<file path="src/rtl/exe_pkg.sv">
// ---------------------------------------------------------------------------
// exe_pkg
// Shared definitions for the execute stage of the ARM-subset pipeline.
//   - 4-bit execute command encodings produced by the control unit
//   - bit positions of N, Z, C, V inside the 4-bit status register
//   - small helpers that classify a command (legal / arithmetic)
// ---------------------------------------------------------------------------
package exe_pkg;

    // Execute command encodings
    localparam logic [3:0] EXE_MOV = 4'b0001;
    localparam logic [3:0] EXE_MVN = 4'b1001;
    localparam logic [3:0] EXE_ADD = 4'b0010;
    localparam logic [3:0] EXE_ADC = 4'b0011;
    localparam logic [3:0] EXE_SUB = 4'b0100;
    localparam logic [3:0] EXE_SBC = 4'b0101;
    localparam logic [3:0] EXE_AND = 4'b0110;
    localparam logic [3:0] EXE_ORR = 4'b0111;
    localparam logic [3:0] EXE_EOR = 4'b1000;

    // Status register bit positions, status = {N, Z, C, V}
    localparam int ST_N = 3;
    localparam int ST_Z = 2;
    localparam int ST_C = 1;
    localparam int ST_V = 0;

    // True for the nine commands the ALU implements. Anything else yields a
    // zero result and must never touch the flags.
    function automatic logic isLegalCmd(input logic [3:0] cmd);
        case (cmd)
            EXE_MOV, EXE_MVN, EXE_ADD, EXE_ADC, EXE_SUB,
            EXE_SBC, EXE_AND, EXE_ORR, EXE_EOR: isLegalCmd = 1'b1;
            default:                            isLegalCmd = 1'b0;
        endcase
    endfunction

    // True for the commands that produce meaningful C and V. Logical ops and
    // moves leave C and V untouched in the status register.
    function automatic logic isArithCmd(input logic [3:0] cmd);
        case (cmd)
            EXE_ADD, EXE_ADC, EXE_SUB, EXE_SBC: isArithCmd = 1'b1;
            default:                            isArithCmd = 1'b0;
        endcase
    endfunction

endpackage : exe_pkg

</file>
<file path="src/rtl/exe_alu.sv">
// ---------------------------------------------------------------------------
// exe_alu
// Purely combinational ALU of the execute stage.
// Ports:
//   i_cmd    [3:0]       execute command (exe_pkg encodings)
//   i_a      [WIDTH-1:0] first operand (Rn)
//   i_b      [WIDTH-1:0] second operand (shifter output / immediate)
//   i_cIn                current registered carry flag (for ADC/SBC)
//   o_result [WIDTH-1:0] ALU result, 0 for an illegal command
//   o_n, o_z             negative / zero of o_result
//   o_c, o_v             carry / overflow; for non-arithmetic commands o_c
//                        echoes i_cIn and o_v is 0 (the caller preserves them)
//   o_legal              command is one of the implemented encodings
// ---------------------------------------------------------------------------
module exe_alu
    import exe_pkg::*;
#(
    parameter int WIDTH = 32
) (
    input  logic [3:0]       i_cmd,
    input  logic [WIDTH-1:0] i_a,
    input  logic [WIDTH-1:0] i_b,
    input  logic             i_cIn,
    output logic [WIDTH-1:0] o_result,
    output logic             o_n,
    output logic             o_z,
    output logic             o_c,
    output logic             o_v,
    output logic             o_legal
);

    logic             w_isSub;
    logic [WIDTH-1:0] w_addB;
    logic             w_addCin;
    logic [WIDTH:0]   w_sum;

    // One shared WIDTH+1-bit adder serves all four arithmetic commands.
    // Subtraction is a + ~b + carry-in, so the adder's carry-out is already
    // the ARM "not borrow" carry: SUB forces carry-in 1, SBC uses the flag.
    always_comb begin
        w_isSub  = (i_cmd == EXE_SUB) || (i_cmd == EXE_SBC);
        w_addB   = w_isSub ? ~i_b : i_b;
        w_addCin = 1'b0;
        case (i_cmd)
            EXE_ADC, EXE_SBC: w_addCin = i_cIn;
            EXE_SUB:          w_addCin = 1'b1;
            default:          w_addCin = 1'b0;
        endcase
        w_sum = {1'b0, i_a} + {1'b0, w_addB} + {{WIDTH{1'b0}}, w_addCin};
    end

    // Result selection and flag generation. Overflow compares the sign of a
    // against the sign of the (possibly inverted) b actually fed to the adder.
    always_comb begin
        o_result = '0;
        o_c      = i_cIn;
        o_v      = 1'b0;
        o_legal  = isLegalCmd(i_cmd);
        case (i_cmd)
            EXE_MOV: o_result = i_b;
            EXE_MVN: o_result = ~i_b;
            EXE_AND: o_result = i_a & i_b;
            EXE_ORR: o_result = i_a | i_b;
            EXE_EOR: o_result = i_a ^ i_b;
            EXE_ADD, EXE_ADC, EXE_SUB, EXE_SBC: begin
                o_result = w_sum[WIDTH-1:0];
                o_c      = w_sum[WIDTH];
                o_v      = (i_a[WIDTH-1] == w_addB[WIDTH-1]) &&
                           (w_sum[WIDTH-1] != i_a[WIDTH-1]);
            end
            default: o_result = '0;
        endcase
        o_n = o_result[WIDTH-1];
        o_z = (o_result == '0);
    end

endmodule : exe_alu

</file>
<file path="src/rtl/exe_stage.sv">
// ---------------------------------------------------------------------------
// exe_stage
// Execute stage of the ARM-subset pipeline. Runs the ALU on the ID/EX bundle,
// owns the {N,Z,C,V} status register, computes the branch redirect and
// registers results into the EX/MEM pipeline register.
// Ports:
//   clk, rst                       clock, synchronous active-high reset
//   freeze                         memory stall: EX/MEM and status hold
//   in_valid                       ID/EX slot holds a real instruction
//   exe_cmd [3:0]                  execute command
//   mem_r_en_in, mem_w_en_in,
//   wb_en_in, b_in, s_in           control bits from the control unit
//   val_rn, val2, val_rm [WIDTH]   operand 1, operand 2, store data
//   dest_in [3:0]                  destination register index
//   pc_in [WIDTH]                  PC+4 of this instruction
//   imm24 [23:0]                   signed branch word offset
//   status_out [3:0]               registered {N,Z,C,V}
//   branch_taken, branch_addr      combinational fetch redirect
//   alu_result_out, val_rm_out,
//   dest_out, wb_en_out,
//   mem_r_en_out, mem_w_en_out,
//   out_valid                      EX/MEM register outputs
// ---------------------------------------------------------------------------
module exe_stage
    import exe_pkg::*;
#(
    parameter int WIDTH = 32
) (
    input  logic             clk,
    input  logic             rst,
    input  logic             freeze,
    input  logic             in_valid,
    input  logic [3:0]       exe_cmd,
    input  logic             mem_r_en_in,
    input  logic             mem_w_en_in,
    input  logic             wb_en_in,
    input  logic             b_in,
    input  logic             s_in,
    input  logic [WIDTH-1:0] val_rn,
    input  logic [WIDTH-1:0] val2,
    input  logic [WIDTH-1:0] val_rm,
    input  logic [3:0]       dest_in,
    input  logic [WIDTH-1:0] pc_in,
    input  logic [23:0]      imm24,
    output logic [3:0]       status_out,
    output logic             branch_taken,
    output logic [WIDTH-1:0] branch_addr,
    output logic [WIDTH-1:0] alu_result_out,
    output logic [WIDTH-1:0] val_rm_out,
    output logic [3:0]       dest_out,
    output logic             wb_en_out,
    output logic             mem_r_en_out,
    output logic             mem_w_en_out,
    output logic             out_valid
);

    logic [3:0]       r_status;
    logic [WIDTH-1:0] r_aluResult;
    logic [WIDTH-1:0] r_valRm;
    logic [3:0]       r_dest;
    logic             r_wbEn;
    logic             r_memREn;
    logic             r_memWEn;
    logic             r_valid;

    logic [WIDTH-1:0] w_aluResult;
    logic             w_n;
    logic             w_z;
    logic             w_c;
    logic             w_v;
    logic             w_legal;
    logic             w_statusWe;
    logic [WIDTH-1:0] w_branchOffset;

    exe_alu #(
        .WIDTH (WIDTH)
    ) u_alu (
        .i_cmd    (exe_cmd),
        .i_a      (val_rn),
        .i_b      (val2),
        .i_cIn    (r_status[ST_C]),
        .o_result (w_aluResult),
        .o_n      (w_n),
        .o_z      (w_z),
        .o_c      (w_c),
        .o_v      (w_v),
        .o_legal  (w_legal)
    );

    // Flags are written only by real, legal, S-suffixed data-processing
    // instructions. The control unit also raises S on LDR, so any memory
    // access is excluded here; a stalled pipeline must not commit either.
    assign w_statusWe = in_valid & s_in & ~mem_r_en_in & ~mem_w_en_in
                      & ~freeze & w_legal;

    // Status register. N and Z follow every write; C and V only change for
    // arithmetic commands so logical ops and moves keep the previous carry.
    always_ff @(posedge clk) begin
        if (rst) begin
            r_status <= '0;
        end else if (w_statusWe) begin
            r_status[ST_N] <= w_n;
            r_status[ST_Z] <= w_z;
            if (isArithCmd(exe_cmd)) begin
                r_status[ST_C] <= w_c;
                r_status[ST_V] <= w_v;
            end
        end
    end

    // EX/MEM pipeline register. Data fields load unconditionally when not
    // frozen; control bits are gated by in_valid so a bubble can never write
    // the register file or memory downstream.
    always_ff @(posedge clk) begin
        if (rst) begin
            r_aluResult <= '0;
            r_valRm     <= '0;
            r_dest      <= '0;
            r_wbEn      <= 1'b0;
            r_memREn    <= 1'b0;
            r_memWEn    <= 1'b0;
            r_valid     <= 1'b0;
        end else if (!freeze) begin
            r_aluResult <= w_aluResult;
            r_valRm     <= val_rm;
            r_dest      <= dest_in;
            r_wbEn      <= wb_en_in & in_valid;
            r_memREn    <= mem_r_en_in & in_valid;
            r_memWEn    <= mem_w_en_in & in_valid;
            r_valid     <= in_valid;
        end
    end

    // Branch target: the 24-bit word offset is sign-extended and scaled to
    // bytes, then added to PC+4. The sum wraps naturally at WIDTH bits.
    assign w_branchOffset = {{(WIDTH-26){imm24[23]}}, imm24, 2'b00};
    assign branch_addr    = pc_in + w_branchOffset;
    assign branch_taken   = in_valid & b_in;

    assign status_out     = r_status;
    assign alu_result_out = r_aluResult;
    assign val_rm_out     = r_valRm;
    assign dest_out       = r_dest;
    assign wb_en_out      = r_wbEn;
    assign mem_r_en_out   = r_memREn;
    assign mem_w_en_out   = r_memWEn;
    assign out_valid      = r_valid;

endmodule : exe_stage

</file>
<file path="config.mk">
export PLATFORM = sky130hd
export DESIGN_NAME = exe_stage
export DESIGN_NICKNAME = d
export VERILOG_FILES = /design/src/rtl/exe_pkg.sv /design/src/rtl/exe_alu.sv /design/src/rtl/exe_stage.sv
export SDC_FILE = /design/constraint.sdc
export NUM_CORES = 1
export LEC_CHECK = 0
export BUFFER_PORTS_ARGS = -buffer_cell sky130_fd_sc_hd__buf_2
export CORE_UTILIZATION = 40
export DETAILED_ROUTE_END_ITERATION = 16
export PLACE_DENSITY = 0.69
export SYNTH_ARGS = -nofsm -noshare
export SYNTH_HDL_FRONTEND = slang
export SYNTH_SLANG_ARGS = --single-unit
</file>
<file path="constraint.sdc">
create_clock -name clk -period 7 [get_ports clk]
set_input_delay 1.4 -clock clk [delete_from_list [all_inputs] [get_ports clk]]
set_output_delay 1.4 -clock clk [all_outputs]
set_load 0.01 [all_outputs]
</file>
; ---- Yosys cells after proc, flatten, opt, wreduce, memory -nomap -nowiden
; Memories as Yosys holds them, arrays and structs flattened.
; Cells that the tools add are included.
[word_totals]
mem_count = 1
input_bits = 169
reg_bits = 76
romBits = 16
word_cells = 55
[memory_table]
columns = memory, words, word_bits, read_ports, rd_clocked_by_memory_dff, write_ports, line
row1 = (no name shown), 16, 1, 1, 0, 0, exe_pkg.sv:30  ; case (cmd)
[op_classes]
add_sub_neg = 3
bitwise_logic = 16
muxes = 7
n_reduce_logical = 7
eq_ne = 11
[ops]
columns = op, count
row1 = 32-bit one-hot mux with 6 select lines, 1
row2 = 32-bit by 32-bit adder with 33-bit output, 1
row3 = 33-bit by 1-bit adder with 33-bit output, 1
row4 = 32-bit adder, 1
row5 = 32-bit AND, 1
row6 = 32-bit zero test, 1
row7 = 32-bit two-way mux, 1
row8 = 32-bit NOT, 1
row9 = 32-bit OR, 1
row10 = 32-bit bitwise XOR, 1
row11 = "4-bit by 3-bit == test with 1-bit output, second input constant", 4
row12 = 1-bit AND, 9
row13 = "4-bit by 2-bit == test with 1-bit output, second input constant", 2
row14 = "4-bit == test, second input constant", 2
row15 = "4-bit by 1-bit == test with 1-bit output, second input constant", 1
row16 = 1-bit two-way mux, 4
row17 = 4-bit OR reduction, 1
row18 = 1-bit NOT, 3
row19 = 3-bit AND reduction, 1
row20 = 1-bit one-hot mux with 2 select lines, 1
row21 = 2-bit AND reduction, 1
row22 = 2-bit OR reduction, 1
row23 = 1-bit == test, 1
row24 = 1-bit logical AND, 1
row25 = other kinds (2), 2

; ---- Logic depth before layout (Yosys ltp)
; Gate-level depths: netlist (run 1).
[depth]
word_depth = 8
depth_mapped = 19

; ---- Hierarchy
; A second synthesis (run 1) with hierarchy kept.
[hier_totals]
cells_unflattened = 1163
area_unflattened_um2 = 9090.0
[modules_own_cells]
columns = module, area_per_inst_um2, cells_per_inst, seq_area_each_um2, n_inst
row1 = exe_alu, 4704.5, 662, 0.0, 1
row2 = exe_stage, 4385.5, 501, 1521.5, 1

; ---- Worst setup path after synthesis (run 1)
; No wires, ideal clock.
[synth_timing]
kind = in2reg
startpoint = in exe_cmd[3]
endpoint = reg r_status[2], in the netlist status_out[2]
arrival_time_ps = 5527
slack_ps = 1414
path_stages = 18
path_buffers = 4
setup_ps = 59
path_cell_list = buf_2 > buf_1 > nor3b_1 > clkbuf_1 > buf_1 > xnor2_1 > ha_1 > nor2b_4 > o31a_4 > o2111ai_1 > nand2_2 > o21a_1 > a311o_1 > a31o_1 > a2111oi_2 > nand4_1 > or4_1 > nand2_1
[synth_between]
elab_chain_len = 7
elab_cells_between_ends = 20
cone_classes = add/sub (2) / eq/ne (9) / mux (3) / bitwise (1) / reduce/logical (4) / memory (1)
[synth_lines]
columns = element, line
row1 = "start, declared", exe_stage.sv:33  ; input logic [3:0] exe_cmd,
row2 = 4-bit by 3-bit == test with 1-bit output, "exe_alu.sv:41, exe_alu.sv:44, exe_alu.sv:59"
row3 = 1-bit logical OR, exe_alu.sv:41  ; w_isSub = (i_cmd == EXE_SUB) || (i_cmd == EXE_SBC);
row4 = 32-bit two-way mux, exe_alu.sv:42  ; w_addB = w_isSub ? ~i_b : i_b;
row5 = 32-bit by 32-bit adder with 33-bit output, exe_alu.sv:49  ; w_sum = {1'b0, i_a} + {1'b0, w_addB} + {{WIDTH{1'b0}}, w_addCin};
row6 = 33-bit by 1-bit adder with 33-bit output, exe_alu.sv:49
row7 = 32-bit one-hot mux with 6 select lines, exe_alu.sv:59  ; case (i_cmd)
row8 = 32-bit zero test, exe_alu.sv:74  ; o_z = (o_result == '0);
row9 = "end signal, assigned by index", exe_stage.sv:102  ; r_status[ST_N] <= w_n;
row10 = "end signal, assigned by index", exe_stage.sv:103  ; r_status[ST_Z] <= w_z;
row11 = "end signal, assigned by index", exe_stage.sv:105  ; r_status[ST_C] <= w_c;
row12 = "end, declared", exe_stage.sv:57  ; logic [3:0] r_status;
; Parallel ways exist; a longest one is shown, timed or not.
; A chain may end at the register's enable or synchronous reset.

; ---- Worst setup path in the final report (run 1)
[layout_timing]
startpoint = in pc_in[10]
endpoint = out branch_addr[31]
[layout_between]
elab_chain_len = 1
[layout_lines]
columns = element, line
row1 = "start, declared", exe_stage.sv:43  ; input logic [WIDTH-1:0] pc_in,
row2 = 32-bit adder, exe_stage.sv:137  ; assign branch_addr = pc_in + w_branchOffset;
row3 = "end, declared", exe_stage.sv:47  ; output logic [WIDTH-1:0] branch_addr,
; No other way between the ends.

==> results of run 1 <==
## cell type report
type                            instances  share of cell area [%]
Sequential cell                        76                    14.8
Clock inverter                          4                   0.707
Clock buffer                           11                    2.46
Inverter                               91                    3.33
Timing Repair Buffer                  281                    14.0
Multi-Input combinational cell        869                    61.3
Tap cell                              270                    3.29
## state kept, by name, indices dropped and copies added (netlist names)
name,flops
wb_en_out,1
dest_out,4
mem_w_en_out,1
alu_result_out,32
mem_r_en_out,1
status_out,4
out_valid,1
val_rm_out,32
## stage by stage
stage	hold WS, ns	cells	area, um2
after floorplan	0.451	1088	8350
after global placement	0.443	1587	9930
after detailed placement	0.457	1587	9930
after CTS	0.486	1602	10300
after global routing	0.501	1602	10300
final	0.483	1602	10300
## synthesized netlist by cell type, types with 18 or more instances
master / count
nand2_1: 70
clkbuf_1: 29
nor2_1: 142
a211oi_1: 18
o21ai_0: 41
xor2_1: 19
inv_1: 90
xnor2_1: 64
mux2i_1: 53
a21oi_1: 93
dfxtp_1: 76
ha_1: 124
## layer usage
layer / part of all wire, % / vias to the layer above / routed length [um] / GRT usage [%]
met5: 0 / - / 0 / 0
met4: 2.4 / 0 / 613 / 6.88
met3: 5.4 / 47 / 1370 / 2.97
met2: 48 / 271 / 12200 / 39.9
met1: 45 / 3971 / 11400 / 30.1
li1: - / 4350 / - / -
## power by group
| part | total, uW | internal (uW) | switching (uW) |
|---|---|---|---|
| Combinational | 739 | 313 | 426 |
| Clock | 502 | 329 | 173 |
| Sequential | 476 | 461 | 14.6 |
## cell families after synthesis
logic type / Yosys count
fa+ha+maj: 127
xor+xnor: 83
compound gates: 302
simple gates: 304
buf+inv: 143
flops: 76
mux: 53
## critical path: stages
cell	delay, ns
buf_2	0.10
ha_1	0.35
a21o_1	0.18
a21o_1	0.18
a21oi_1	0.31
nand3_1	0.12
a21o_1	0.19
a2111oi_0	0.58
o21ai_0	0.26
nand2_1	0.16
o2111ai_1	0.14
a21oi_1	0.19
xnor2_1	0.13
buf_2	0.14
## worst min path at each step
stage                             startpoint                 end  slack, ns  depth (start not counted)
after floorplan                status_out[1]       status_out[1]       0.45                          2
after global placement         status_out[2]       status_out[2]       0.44                          2
after detailed placement  alu_result_out[30]  alu_result_out[30]       0.46                          2
after CTS                      status_out[2]       status_out[2]       0.49                          2
after global routing      alu_result_out[30]  alu_result_out[30]       0.50                          2
final                          status_out[2]       status_out[2]       0.48                          2
## cell usage in the layout (no fill, tap or decap), types with 5 or more instances in the layout
master | synthesis | layout
a221oi_1 | 10 | 10
ha_1 | 124 | 124
nand3_1 | 16 | 16
and3_1 | 7 | 7
o21bai_1 | 8 | 8
o211ai_1 | 15 | 15
o221ai_1 | 8 | 8
mux2i_1 | 53 | 53
a2111oi_0 | 6 | 6
o21ai_0 | 41 | 41
buf_2 | 7 | 272
o2111ai_1 | 6 | 6
a211oi_1 | 18 | 18
a22oi_1 | 17 | 17
nand2b_1 | 8 | 8
xor2_1 | 19 | 19
nand2_1 | 70 | 70
nor2b_1 | 9 | 9
clkbuf_16 | 0 | 9
nor3_1 | 16 | 16
nor3b_1 | 6 | 5
a31oi_1 | 7 | 7
nand4_1 | 7 | 7
o21a_1 | 7 | 7
buf_4 | 3 | 8
xnor2_1 | 64 | 64
a221o_1 | 9 | 9
a21oi_1 | 93 | 93
dfxtp_1 | 76 | 76
nor2_1 | 142 | 142
inv_1 | 90 | 90
a21o_1 | 17 | 17
==> run_results.csv, run 1 <==
group,metric,value,unit
critical_path,crit_path_max_fanout,5,
drt,wirelength,25600,um
sta,period_minus_slack,5.82,ns
global_routing,antenna_found_initial,0,
floorplan,num_rows,52,
logic_synthesis,synthAdderAreaFrac,19.3,%
logic_synthesis,ys_seq_area_share,18.2,%
cts,cts_buffers,9,
logic_synthesis,async_flop_share,0,%
cts,clock_path_buffers,2,
drt,route.detailed.drc,0,
placed_design,dp_slack,1.21,ns
logic_synthesis,synth_ff_type,"dfxtp_1",
logic_synthesis,synth-simple-area-share,16.4,%
drt,wl_per_cell,16.0,um
logic_synthesis,synth.area.mux_share,6.35,%
run_status,outcome,"completed",
global_routing,grt_use_total,23.2,%
sta,fin_ws,1.18,ns
critical_path,r2r_start,"status_out[1]",
critical_path,end_kind,"output pin",
cts,cts-root-buf,"clkbuf_16",
logic_synthesis,ys_seq_elements,76,
floorplan,die_x,146,um
sta,hold_viol,0,
placed_design,portBuffers,273,
placed_design,dpl.hpwl,20100,um
cts,path_clk_slew,0.06,ns
logic_synthesis,ys_types,72,
floorplan,die_y,146,um
layout,fin_nets,1624,
logic_synthesis,yosysTopAreaCellShare,18.6,%
global_routing,grt_pass1_vias,8065,
layout,regArea,1520,um2
global_routing,grt_start_max_net_pins,83,
logic_synthesis,synth_edf_count,0,
layout,drive_gt1_share,23.9,%
logic_synthesis,postSynthAreaPerCell,7.68,um2
power,powerDensity,167,nW/um2
cts,cts_max_level,3,
cts,cts_hold_buf,0,
power,power,1720,uW
sta,fin_setup_tns,0,ns
floorplan,initial_core_util,41.0,%
logic_synthesis,synth_top_family_by_area,"compound AO/OA/AOI/OAI gates",
sta,rsz0062_at_grt,"no",
critical_path,crit_type,"in -> out",
critical_path,cp.required,5.60,ns
sta,fmax,172,MHz
drt,drtAntennaViolNets,0,
power,irDropWorstVdd,0.000126,V
placed_design,gp_routability_congestion,0.922,
logic_synthesis,synth_xor_area_share,8.71,%
sta,maxSlewViolCount,0,
floorplan,io_pins,278,
logic_synthesis,synth_area_leaders,"ha_1 (19%), dfxtp_1 (18%), xnor2_1 (6.7%)",
drt,first_pass_iters,5,
cts,insertion_delay,0.33,ns
cts,clkSinkCount,76,
worst_hold_path,min_path_type,"reg -> reg",
cts,cts_tree,"yes",
logic_synthesis,synthesis.area,8350,um2
layout,final_util,50.4,%
logic_synthesis,synth.yosys.warnings,0,
critical_path,worstRegToRegCells,16,
global_routing,grt_remaining_overflow,0,
drt,drtIter0Drc,548,
sta,skew,0.00562,ns
floorplan,die_area,21500,um2
cts,cts_setup_buffers,0,
cts,cts_resized,0,
drt,viasPerCell,5.39,
sta,min_period_over_period,83.2,%
layout,syn2layout_area_growth,22.9,%
sta,relSlewSlack,21.1,%
job,max-cap-violations,0,
sta,worstMarginPinSlew,1.18,ns
logic_synthesis,synth_compound_area_share,24.4,%
logic_synthesis,synth_top_area_cell,"ha_1",
critical_path,crit_path_end,"branch_addr[31]",
logic_synthesis,syn_nets,1384,
critical_path,reg2reg_to,"status_out[2]",
critical_path,cp-startpoint,"pc_in[10]",
global_routing,grt_pass1_wl,40500,um
layout,multi_input_area,6290,um2
logic_synthesis,syn_inst,1088,
layout,num_antenna_cells,0,
critical_path,cp.arrival,4.42,ns
critical_path,rrSetupSlack,2.70,ns
layout,fillers,2022,
sta,final-setup-viol-count,0,
drt,vias,8639,
power,power.leakage,0.00520,uW
floorplan,coreArea,20400,um2
critical_path,cp-start-kind,"primary input",
Power figures use the tool's default switching activity.
==> run 2, diff against run 1 <==
--- a/config.mk
+++ b/config.mk
@@ -8,7 +8,7 @@
 export BUFFER_PORTS_ARGS = -buffer_cell sky130_fd_sc_hd__buf_2
 export CORE_UTILIZATION = 40
 export DETAILED_ROUTE_END_ITERATION = 16
-export PLACE_DENSITY = 0.69
+export PLACE_DENSITY = 0.71
 export SYNTH_ARGS = -nofsm -noshare
 export SYNTH_HDL_FRONTEND = slang
 export SYNTH_SLANG_ARGS = --single-unit
==> constraint.sdc (replaced) <==
create_clock -name clk -period 5.17 [get_ports clk]
set_input_delay 1.034 -clock clk [delete_from_list [all_inputs] [get_ports clk]]
set_output_delay 1.034 -clock clk [all_outputs]
set_load 0.01 [all_outputs]
==> run_results.csv, run 2 (synthesis gave the netlist of run 1 again) <==
group,metric,value,unit
global_routing,grt_use_total,23.3,%
power,irDropWorstVdd,0.000193,V
layout,drive_gt1_share,25.0,%
global_routing,grt_start_max_net_pins,82,
sta,rsz0062_at_grt,"no",
cts,cts-root-buf,"clkbuf_16",
cts,cts_tree,"yes",
run_status,outcome,"completed",
worst_hold_path,min_path_type,"reg -> reg",
critical_path,cp-start-kind,"primary input",
critical_path,crit_path_max_fanout,2,
sta,hold_viol,0,
cts,cts_buffers,9,
critical_path,cp.required,4.14,ns
layout,fin_nets,1642,
cts,cts_max_level,3,
sta,maxSlewViolCount,0,
job,max-cap-violations,0,
critical_path,r2r_start,"status_out[1]",
critical_path,max_stage_delay,0.45,ns
drt,wl_per_cell,15.9,um
drt,vias,8760,
layout,num_antenna_cells,0,
cts,clkSinkCount,76,
critical_path,crit_type,"in -> out",
global_routing,grt_pass1_vias,8217,
floorplan,coreArea,20400,um2
critical_path,critPathTopFamily,"compound AO/OA/AOI/OAI gates",
placed_design,gp_routability_congestion,0.920,
floorplan,io_pins,278,
cts,insertion_delay,0.33,ns
global_routing,grt_pass1_wl,40600,um
cts,path_clk_slew,0.06,ns
critical_path,rrSetupSlack,1.04,ns
worst_hold_path,holdCritStartpoint,"status_out[2]",
sta,min_period_over_period,95.9,%
cts,cts_setup_buffers,0,
sta,fin_setup_tns,0,ns
sta,fmax,202,MHz
sta,relSlewSlack,18.1,%
sta,final-setup-viol-count,0,
drt,drtIter0Drc,526,
layout,layout_commonest_cell,"buf_2",
floorplan,die_y,146,um
critical_path,end_kind,"output pin",
placed_design,portBuffers,273,
layout,final_cell_mix,"buf_2 (272), nor2_1 (142), ha_1 (124), a21oi_1 (92), inv_1 (90)",
placed_design,dpl.hpwl,20500,um
drt,first_pass_iters,5,
drt,wirelength,25700,um
cts,clock_path_buffers,2,
layout,syn2layout_area_growth,24.7,%
floorplan,num_rows,52,
sta,worstMarginPinSlew,1.23,ns
critical_path,cp-startpoint,"pc_in[3]",
drt,drtAntennaViolNets,0,
critical_path,worstPathCellList,"buf_2, ha_1, a21o_1, a21oi_1, o21bai_1, a31o_2, a21o_1, a2111oi_1, o21ai_0, nand2_1, o2111ai_1, a21oi_1, xnor2_1, buf_2",
floorplan,die_area,21500,um2
sta,skew,0.00510,ns
sta,period_minus_slack,4.96,ns
global_routing,grt_remaining_overflow,0,
floorplan,initial_core_util,41.0,%
floorplan,die_x,146,um
drt,route.detailed.drc,0,
critical_path,timing.critical_path.buf_inv,2,
global_routing,antenna_found_initial,0,
critical_path,cp.arrival,3.93,ns
power,power.leakage,0.00530,uW
drt,viasPerCell,5.40,
power,powerDensity,230,nW/um2
sta,holdWs,0.472,ns
critical_path,critPathSlowestCell,"a2111oi_1",
run 2: cell count changes in the layout (fill, tap and decap cells not counted):
cell	delta
a2111oi_0	-1
a2111oi_1	+1
a21oi_1	-1
a21oi_2	+1
buf_12	-1
buf_4	+19
bufinv_16	+1
clkbuf_8	-1
clkinv_4	+1
run 2: layout make-up:
cell class	instances	area, um2
clock inverters	6	111
inverters	91	342
repair buffers	299	1560
well taps	270	338
multi-input cells	869	6300
fillers	1992	9950
clock buffers	10	239
flip-flops and latches	76	1520
run 2: stage by stage:
stage | std cells | setup slack, ns | utilization [%] | power [uW] | cell area, um2
final | 1621 | 0.210 | 51.1 | 2400 | 10400
after global routing | 1621 | 0.0667 | 51.1 | 2540 | 10400
after CTS | 1621 | 0.121 | 51.1 | 2400 | 10400
after detailed placement | 1605 | 0.109 | 49.4 | 1670 | 10100
after global placement | 1605 | 0.187 | 49.4 | 1650 | 10100
after floorplan | 1088 | 0.124 | - | 1330 | 8350
run 2: worst paths after layout:
check	cells past startpoint	end
min	2	status_out[2]
max reg2reg	16	status_out[2]
max	14	branch_addr[31]
min reg2reg	2	status_out[2]
run 2: metal layers:
metal / up-vias / share of wire (%) / track usage (%)
met5: - / 0 / 0
met3: 49 / 5.8 / 3.19
li1: 4397 / - / -
met2: 296 / 47 / 39.5
met4: 0 / 2.8 / 7.45
met1: 4018 / 45 / 30.4
run 2: what timing repair did:
item,CTS,global route
endpoints found under the hold margin,0,0
hold buffers,0,0
gates resized for setup,0,2
endpoints found under the setup margin,0,2
run 2: report_power, final:
group | switching (uW) | internal (uW)
Sequential | 19.4 | 625
Combinational | 582 | 441
Clock | 245 | 484
Total | 847 | 1550
run 2: worst register-to-register path: cells and delay by family (launching register included):
| kind | cells | cell delay [ns] |
|---|---|---|
| compound gates | 7 | 1.91 |
| fa+ha+maj | 2 | 0.69 |
| buf+inv | 2 | 0.27 |
| flops | 1 | 0.30 |
| simple gates | 5 | 0.89 |
